===== src/rtl/cache_tag_lookup.sv =====
// N-way registered tag lookup: hit/way/MESI/multi-hit plus victim (first invalid, else tree-PLRU).
// Optional hit/miss/multi-hit counters are compiled in with CACHE_LOOKUP_STATS_EN.
module cache_tag_lookup #(
  parameter int unsigned WAYS  = 8,
  parameter int unsigned TAG   = 12,
  parameter int unsigned WAY_W = $clog2(WAYS),
  parameter int unsigned CNT_W = 16
) (
  input  logic                 clk,
  input  logic                 rstb,
  input  logic                 req_valid,
  output logic                 req_ready,
  input  logic                 req_write,
  input  logic [TAG-1:0]       tag_in,
  input  logic [WAYS*TAG-1:0]  set_tags,
  input  logic [WAYS*2-1:0]    set_mesi,
  input  logic [WAYS-2:0]      set_plru,
  output logic                 rsp_valid,
  input  logic                 rsp_ready,
  output logic                 rsp_hit,
  output logic                 rsp_read_hit,
  output logic                 rsp_write_hit,
  output logic [WAY_W-1:0]     rsp_way,
  output logic [1:0]           rsp_mesi,
  output logic                 rsp_multi_hit,
  output logic [WAY_W-1:0]     rsp_victim,
  output logic                 rsp_victim_dirty
`ifdef CACHE_LOOKUP_STATS_EN
  ,
  input  logic                 stats_clr,
  output logic [CNT_W-1:0]     hit_cnt,
  output logic [CNT_W-1:0]     miss_cnt,
  output logic [CNT_W-1:0]     multi_cnt
`endif
);

  localparam int unsigned Lvls  = $clog2(WAYS);
  localparam logic [1:0]  MesiI = 2'b00;
  localparam logic [1:0]  MesiM = 2'b11;

  logic             xfer;
  logic [WAYS-1:0]  match;
  logic             hit_c;
  logic             multi_c;
  logic [WAY_W-1:0] way_c;
  logic [1:0]       mesi_c;
  logic             inv_found;
  logic [WAY_W-1:0] inv_way;
  logic [WAY_W-1:0] plru_way;
  logic             plru_dirty;
  logic             path_ok;
  logic [WAY_W-1:0] victim_c;
  logic             dirty_c;

  assign req_ready = !rsp_valid || rsp_ready;
  assign xfer      = req_valid && req_ready;

  always_comb begin
    match      = '0;
    hit_c      = 1'b0;
    multi_c    = 1'b0;
    way_c      = '0;
    mesi_c     = MesiI;
    inv_found  = 1'b0;
    inv_way    = '0;
    plru_way   = '0;
    plru_dirty = 1'b0;
    path_ok    = 1'b0;
    for (int w = 0; w < int'(WAYS); w++) begin
      match[w] = (set_tags[w*TAG +: TAG] == tag_in) && (set_mesi[w*2 +: 2] != MesiI);
      if (match[w]) begin
        multi_c = multi_c | hit_c;
        hit_c   = 1'b1;
      end
    end
    // Descending scan so the lowest index is the last one written.
    for (int w = int'(WAYS) - 1; w >= 0; w--) begin
      if (match[w]) begin
        way_c  = WAY_W'(w);
        mesi_c = set_mesi[w*2 +: 2];
      end
      if (set_mesi[w*2 +: 2] == MesiI) begin
        inv_found = 1'b1;
        inv_way   = WAY_W'(w);
      end
    end
    // A leaf is the PLRU pick when every tree node on its root path points toward it.
    for (int w = 0; w < int'(WAYS); w++) begin
      path_ok = 1'b1;
      for (int l = 0; l < int'(Lvls); l++) begin
        if (set_plru[(1 << l) - 1 + (w >> (int'(Lvls) - l))] != ((w >> (int'(Lvls) - 1 - l)) & 1))
          path_ok = 1'b0;
      end
      if (path_ok) begin
        plru_way   = WAY_W'(w);
        plru_dirty = (set_mesi[w*2 +: 2] == MesiM);
      end
    end
    victim_c = inv_found ? inv_way : plru_way;
    dirty_c  = inv_found ? 1'b0 : plru_dirty;
  end

  always_ff @(posedge clk) begin
    if (!rstb) begin
      rsp_valid        <= 1'b0;
      rsp_hit          <= 1'b0;
      rsp_read_hit     <= 1'b0;
      rsp_write_hit    <= 1'b0;
      rsp_way          <= '0;
      rsp_mesi         <= MesiI;
      rsp_multi_hit    <= 1'b0;
      rsp_victim       <= '0;
      rsp_victim_dirty <= 1'b0;
    end else if (xfer) begin
      rsp_valid        <= 1'b1;
      rsp_hit          <= hit_c;
      rsp_read_hit     <= hit_c && !req_write;
      rsp_write_hit    <= hit_c && req_write;
      rsp_way          <= way_c;
      rsp_mesi         <= mesi_c;
      rsp_multi_hit    <= multi_c;
      rsp_victim       <= victim_c;
      rsp_victim_dirty <= dirty_c;
    end else if (rsp_ready) begin
      rsp_valid <= 1'b0;
    end
  end

`ifdef CACHE_LOOKUP_STATS_EN
  always_ff @(posedge clk) begin
    if (!rstb || stats_clr) begin
      hit_cnt   <= '0;
      miss_cnt  <= '0;
      multi_cnt <= '0;
    end else if (xfer) begin
      if (hit_c) begin
        if (hit_cnt != '1) hit_cnt <= hit_cnt + CNT_W'(1);
      end else begin
        if (miss_cnt != '1) miss_cnt <= miss_cnt + CNT_W'(1);
      end
      if (multi_c && (multi_cnt != '1)) multi_cnt <= multi_cnt + CNT_W'(1);
    end
  end
`endif

endmodule


===== config.mk =====
export PLATFORM = sky130hd
export DESIGN_NAME = cache_tag_lookup
export DESIGN_NICKNAME = d
export VERILOG_FILES = /design/src/rtl/cache_tag_lookup.sv
export SDC_FILE = /design/constraint.sdc
export NUM_CORES = 1
export LEC_CHECK = 0
export ABC_AREA = 1
export ABC_CLOCK_PERIOD_IN_PS = 4400
export CORE_MARGIN = 2
export CORE_UTILIZATION = 40
export DETAILED_ROUTE_END_ITERATION = 8
export PLACE_DENSITY = 0.78
export REMOVE_ABC_BUFFERS = 1
export SLEW_MARGIN = 20
export SYNTH_ARGS = -nofsm -noshare
export SYNTH_HDL_FRONTEND = slang
export SYNTH_SLANG_ARGS = --single-unit

===== constraint.sdc =====
create_clock -name clk -period 4.4 [get_ports clk]
set_input_delay 0.88 -clock clk [delete_from_list [all_inputs] [get_ports clk]]
set_output_delay 0.88 -clock clk [all_outputs]
set_load 0.01 [all_outputs]

-- Yosys cells after proc, flatten, opt, wreduce, memory -nomap -nowiden
Cells that the tools add are included.
- input port bits: 136
- register bits after elaboration: 14
- reductions and logical operators: 31
- bitwise operators: 6
- multiplexer cells: 80
- equality and inequality tests: 16
- operators with widths (operator ; count):
    $eq A12 B12 Y1 ; 8
    $mux W3 ; 23
    $mux W1 ; 49
    $reduce_bool A2 Y1 ; 9
    $eq A2 B2 Y1 const B ; 8
    $logic_not A2 Y1 ; 8
    $mux W2 ; 8
    $logic_and A1 B1 Y1 ; 11
    $or A1 B1 Y1 ; 6
    $logic_not A1 Y1 ; 2
    $logic_or A1 B1 Y1 ; 1

-- Depth between registers and ports, before layout
- depth after elaboration: 16
- depth in mapped cells: 17
- mapped depth without buffers: 16

-- Least setup slack after synthesis
No wires, ideal clock.
- kind: input port to flip-flop
- start point: in tag_in[7]
- end point: reg rsp_read_hit
- stages: 11
- slack: 2.250 ns
- setup time: 0.121 ns
- data arrival time: 2.029 ns
- cell sequence: buf_4 > inv_2 > or2_1 > nand3b_1 > nor2_1 > nand2_2 > o21ai_1 > a21oi_1 > nand3_2 > nand3b_1 > a21oi_1
- longest elaborated chain between the ends: 11
- elaborated cells between the ends (all ways): 25
- RTL lines (element ; line ; text):
    start, declared ; 14 ; input logic [TAG-1:0] tag_in,
    $eq A12 B12 Y1 ; 70 ; match[w] = (set_tags[w*TAG +: TAG] == tag_in) && (set_mesi[w*2 +: 2] != MesiI);
    $logic_and A1 B1 Y1 ; 70 ;
    $mux W1 (7 in a row) ; 71 ; if (match[w]) begin
    $mux W1 * ; 71 ;
    $logic_and A1 B1 Y1 * ; 117 ; rsp_read_hit <= hit_c && !req_write;
    end signal, assigned ; 117 ;
    end, declared ; 21 ; output logic rsp_read_hit,
Every way passes the cells marked *; elsewhere a longest branch is shown, timed or not.
A chain may end at the register's enable or synchronous reset.

-- Worst setup path after layout
- start point: in tag_in[10]
- end point: reg rsp_read_hit
The elaborated chain is that of the path after synthesis.

==> impl_metrics.json <==
{
  "rsz0062_at_grt": "false",
  "fin_crit_sh_pct": 68.80,
  "pre_cts_ws_ns": 1.121,
  "worstPathMaxFanout": 11,
  "leakagePower_nw": 2.353,
  "syn_area_per_cell_um2": 5.291,
  "drive_gt1_share_pct": 7.324,
  "drc": 0,
  "fin_tns_setup_ns": 0,
  "grt_max_degree": 17,
  "antenna_found_initial": 0,
  "reg2reg_depth": 6,
  "die_h_um": 93.91,
  "grt_pass1_wl_mm": 19.86,
  "drt_wl_total_mm": 12.70,
  "seq_area_frac_synth_pct": 8.669,
  "layout_setup_ws_ns": 1.373,
  "finalCriticalPeriod_ns": 3.027,
  "place_inst": 849,
  "grt_overflow_total": 0,
  "syn_area_mm2": 0.003233,
  "ctsResizeCount": 0,
  "die_area_mm2": 0.008818,
  "ys_seq_elements": 14,
  "yosysUniqueCellTypes": 44,
  "slew_headroom_pct": 53.93,
  "htreeDepth": 1,
  "end_kind": "flip-flop",
  "hold_violations": 0,
  "die_w_um": 93.91,
  "gp_routability_congestion": 0.9783,
  "fmax_mhz": 330.3,
  "report.final.slew_viol_count": 0,
  "vias_per_cell": 5.140,
  "port_buffers": 150,
  "power_density_mw_per_mm2": 138.1,
  "crit_cells": 12,
  "postCtsSetupBuffers": 0,
  "critPathKind": "input pin to flip-flop",
  "critPathMaxStageDelay_ns": 0.91,
  "min_path_type": "flip-flop to flip-flop",
  "path_delay_family": "buffers and inverters",
  "critPathRequiredTime_ns": 4.53,
  "crit_chain": "clkdlybuf4s50_1 > inv_1 > nand2_1 > nand2_1 > nand3_1 > nor2_2 > nand2_2 > o21ai_1 > a21oi_1 > nand3_2 > nand3b_1 > a21oi_1",
  "wl_per_cell_um": 14.89,
  "slowest_stage": "clkdlybuf4s50_1",
  "n_fill_cell": 765,
  "synth_cells": 611,
  "drt_iter0_markers": 159,
  "hpwl_mm": 10.71,
  "dr.pass1.iters": 5,
  "cts.reportedPaths.clkPinSlew_ns": 0.06,
  "cts_tree": "done",
  "cap_violations": 0,
  "num_vias": 4384,
  "tightest_slew_ns": 0.6889,
  "grt_use_total_pct": 28.43,
  "cts_num_sinks": 14,
  "clockBufferDepth": 2,
  "finClkSkew_ns": 0.006655,
  "insertion_delay_ns": 0.25,
  "cp-start-kind": "input pin",
  "min_path_cells": 2,
  "diodes": 0,
  "core_mm2": 0.007767,
  "rows": 32,
  "syn_to_final_growth_pct": 48.88,
  "start_util_pct": 41.62,
  "crit_buf_inv": 2,
  "ir_drop_mv": 0.09640,
  "cp.arrival_ns": 3.16,
  "fin_cells": 853,
  "clockRootBuffer": "clkbuf_8",
  "final_nets": 888,
  "yosysWarningCount": 0,
  "numCtsBuffers": 3,
  "ctsHoldBuffers": 0,
  "antenna_left": 0,
  "ioPinCount": 151,
  "final-setup-viol-count": 0,
  "status": "complete, no violations",
  "grt_pass1_vias": 4306
}
## layer usage
layer / up-vias / global-route usage (%) / wire [um]
li1: 2208 / - / -
met5: - / 0 / 0
met4: 0 / 13.89 / 494
met2: 199 / 48.51 / 5839
met1: 1939 / 34.82 / 5302
met3: 38 / 4.013 / 1061
## worst paths after layout
path / start / to / slack, ns
max reg2reg: rsp_valid / rsp_victim_dirty / 2.83
min reg2reg: rsp_write_hit / rsp_write_hit / 0.47
min: rsp_write_hit / rsp_write_hit / 0.47
max: tag_in[10] / rsp_read_hit / 1.37
## final cells by class
cell class / instances / area, um2 / area share [%]
inverters: 85 / 321.6 / 6.681
clock buffers: 4 / 55.05 / 1.144
multi-input cells: 498 / 2527 / 52.51
flip-flops and latches: 14 / 280.3 / 5.823
repair buffers: 150 / 1501 / 31.19
well taps: 102 / 127.6 / 2.651
## worst reg2reg max path, stage by stage (launching register included)
cell and delay (ns):
dfxtp_1 0.31, nand2_1 0.10, nand2_1 0.24, nor3_1 0.26
nand4_1 0.13, or2_2 0.32, a21oi_1 0.12
## power breakdown
group | switching, W | internal [W]
sequential | 0.00000281 | 0.000133
clock | 0.0000496 | 0.0000793
combinational | 0.000199 | 0.000201
total | 0.000251 | 0.000414
## synthesized netlist by cell type (all sizes together)
library cell | count | area (um2)
nand3 | 35 | 185.2
a2111o | 1 | 11.26
o211ai | 4 | 30.03
buf | 13 | 100.1
clkinv | 1 | 3.750
nor4 | 2 | 12.51
nor3 | 15 | 80.08
clkbuf | 1 | 3.750
o311ai | 1 | 8.760
nor2 | 73 | 299.0
a21oi | 25 | 136.4
a31oi | 1 | 6.260
o21ai | 28 | 140.1
xnor2 | 20 | 175.2
nand4 | 15 | 108.9
nand2 | 218 | 853.3
a311oi | 1 | 8.760
nand3b | 8 | 72.57
dfxtp | 14 | 280.3
xor2 | 21 | 183.9
and3 | 2 | 12.51
a211oi | 1 | 7.510
nor3b | 1 | 18.77
o21bai | 2 | 15.01
or2 | 21 | 131.4
o31a | 2 | 17.52
a22oi | 1 | 12.51
inv | 84 | 317.8
## layout by cell type (no fill, tap or decap), types with 3 or more instances in the layout
master and instances:
xnor2_1 20, o21ai_1 5, or2_1 5, clkdlybuf4s50_1 150
nor3_1 14, or2_2 14, xor2_1 21, nand2_1 206
o211ai_1 4, nand3_1 33, nor2_2 4, clkbuf_8 4
nand4_1 14, o21ai_0 23, a21oi_2 3, dfxtp_1 14
nand3b_1 7, a21oi_1 22, inv_1 75, nor2_1 67
inv_2 8, nand2_2 11
## sequential cells by signal, summed over array words and instances, names as in the netlist
signal	flops
rsp_victim	3
rsp_way	3
rsp_mesi	2
rsp_hit	1
rsp_multi_hit	1
rsp_read_hit	1
rsp_valid	1
rsp_victim_dirty	1
rsp_write_hit	1
## kinds of logic (layout without fill, tap and decap cells)
group,Yosys count,count (layout),synth area share (%)
and+or+nand+nor,390,390,54.88
buffers and inverters,99,239,13.16
AOI/OAI and AO/OA,67,67,12.19
xor gates and xnor gates,41,41,11.11
DFF,14,14,8.669
## stage by stage
stage / utilization (%) / total power, W / hold WS [ns] / cell area, um2
floorplan: - / 0.0003209 / 0.4900 / 3129
global placement: 61.26 / 0.0005310 / 0.4560 / 4758
detailed placement: 61.26 / 0.0005340 / 0.4599 / 4758
CTS: 61.97 / 0.0006658 / 0.4693 / 4813
global route: 61.97 / 0.0007127 / 0.4984 / 4813
finish: 61.97 / 0.0006649 / 0.4700 / 4813
Power figures use the tool's default switching activity.
==> RTL edit (same settings) <==
Change the parameter `TAG` from 12 to 11.
--- a/src/rtl/cache_tag_lookup.sv
+++ b/src/rtl/cache_tag_lookup.sv
@@ -2,7 +2,7 @@
 // Optional hit/miss/multi-hit counters are compiled in with CACHE_LOOKUP_STATS_EN.
 module cache_tag_lookup #(
   parameter int unsigned WAYS  = 8,
-  parameter int unsigned TAG   = 12,
+  parameter int unsigned TAG   = 11,
   parameter int unsigned WAY_W = $clog2(WAYS),
   parameter int unsigned CNT_W = 16
 ) (
Interface: changed (resized set_tags and tag_in); port bits go from 151 to 142. No check against the original RTL was run, so the function may have changed too.
==> RTL edit against the unedited design <==
- clock power about the same
- total power is 9.1% lower
- synthesized area shrank 14%
- die area is 14% lower
- setup slack improved by 160 ps
- sequential cell count unchanged
- critical path depth fell by 8
- cell area down 12%
- fmax increased by 5.5%
- hold slack better by 1.6 ps
- non-clock buffer count down 9
- wire length shrank 18%
- global-route usage down 0.91 points
==> RTL edit: results (changes against the unedited design) <==
* Status: complete, no violations (unchanged)
- Post-DP Area: 0.00420 mm^2 (was 0.00476 mm^2)
- The endpoint arrival time on the critical path was 1990 ps (was 3160 ps).
- Peak VDD IR: 0.154 mV (was 0.0964 mV)
- Post-synthesis xor/xnor area fraction: 0.104 (was 0.111)
- Worst-Margin Slew: 582 ps (was 689 ps)
- The setup slack of the most critical reg-to-reg path was 2670 ps (was 2830 ps).
* Sw frac: 0.357 (was 0.378)
* Non-Filler Instances: 717 (was 853)
- First-pass GRT wire length: 16.7 mm (was 19.9 mm)
- Final setup skew: 0.826 ps (was 6.65 ps)
- Most used standard cells in the synthesized netlist: nand2_1 (163), inv_1 (67), nor2_1 (38) (was nand2_1 (206), inv_1 (75), nor2_1 (67)).
* Count of vias placed by the detailed router: 3,712 (was 4,384)
- CP max stage delay: 540 ps (was 910 ps)
- Hpwl dp: 8.91 mm (was 10.7 mm)
- DRT iter0 DRCs: 204 (was 159)
- The static leakage came to 0.00196 uW (was 0.00235 uW).
- The critical path endpoint was req_ready (was rsp_read_hit).
* Setup slack of the critical path after layout: 1530 ps (was 1370 ps)
* Startpoint of the most critical setup path: rsp_ready (was tag_in[10])
- The fraction of layout cells with a size suffix above 1 came to 0.0863 (was 0.0732).
- Dominant cells by area after synthesis: nand2_1 (22%), dfxtp_1 (10%), inv_1 (9.1%) (was nand2_1 (24%), inv_1 (8.7%), dfxtp_1 (8.7%)).
- The met3 routed wirelength came to 846 um (was 1.06 mm).
- Met2 demand-to-capacity share in global routing: 0.472 (was 0.485)
- Via count of the first global-routing pass: 3,622 (was 4,306)
- Cell count after synthesis: 502 (was 611)
- The count of port buffers added during placement was 141 (was 150).
- The post-route met1 wirelength was 4.50 mm (was 5.30 mm).
- Total power draw: 604 uW (was 665 uW)
- The post-placement cell count was 713 (was 849).
* Fraction of the mapped netlist area in compound gates: 0.116 (was 0.122)
- Distinct cell type count of the synthesized netlist: 47 (was 44)
- Reg-to-reg critical path endpoint: rsp_mesi[0] (was rsp_victim_dirty)
- Final hold slack: 472 ps (was 470 ps)
- Largest fanout of any net on the critical path: 3 (was 11)
==> RTL edit: cell types whose count changed after synthesis, sizes merged, moves of 3 or more <==
cell    delta
nand2     -47
nor2      -28
o21ai      -9
nand3b     -7
nand4      +7
xor2       -7
nor3       -6
inv        -4
or2        -4
buf        -3
==> RTL edit: worst min-delay path by stage <==
stage,from,endpoint,cells past startpoint
3_5_place_dp,rsp_read_hit,rsp_read_hit,2
3_3_place_gp,rsp_way[1],rsp_way[1],2
2_1_floorplan,rsp_hit,rsp_hit,2
4_1_cts,rsp_read_hit,rsp_read_hit,2
5_1_grt,rsp_hit,rsp_hit,2
6_report,rsp_way[1],rsp_way[1],2
==> RTL edit: layout make-up <==
class                   count  area (um^2)
fillers                   656         2510
multi-input cells         397         2090
repair buffers            141         1410
inverters                  81          309
flip-flops and latches     14          280
well taps                  80          100
clock buffers               4         55.1
==> RTL edit: worst min-delay path, cell delays in order, from the launching register on <==
cell	delay [ps]
dfxtp_1	310
nand2_1	60
a21oi_1	60
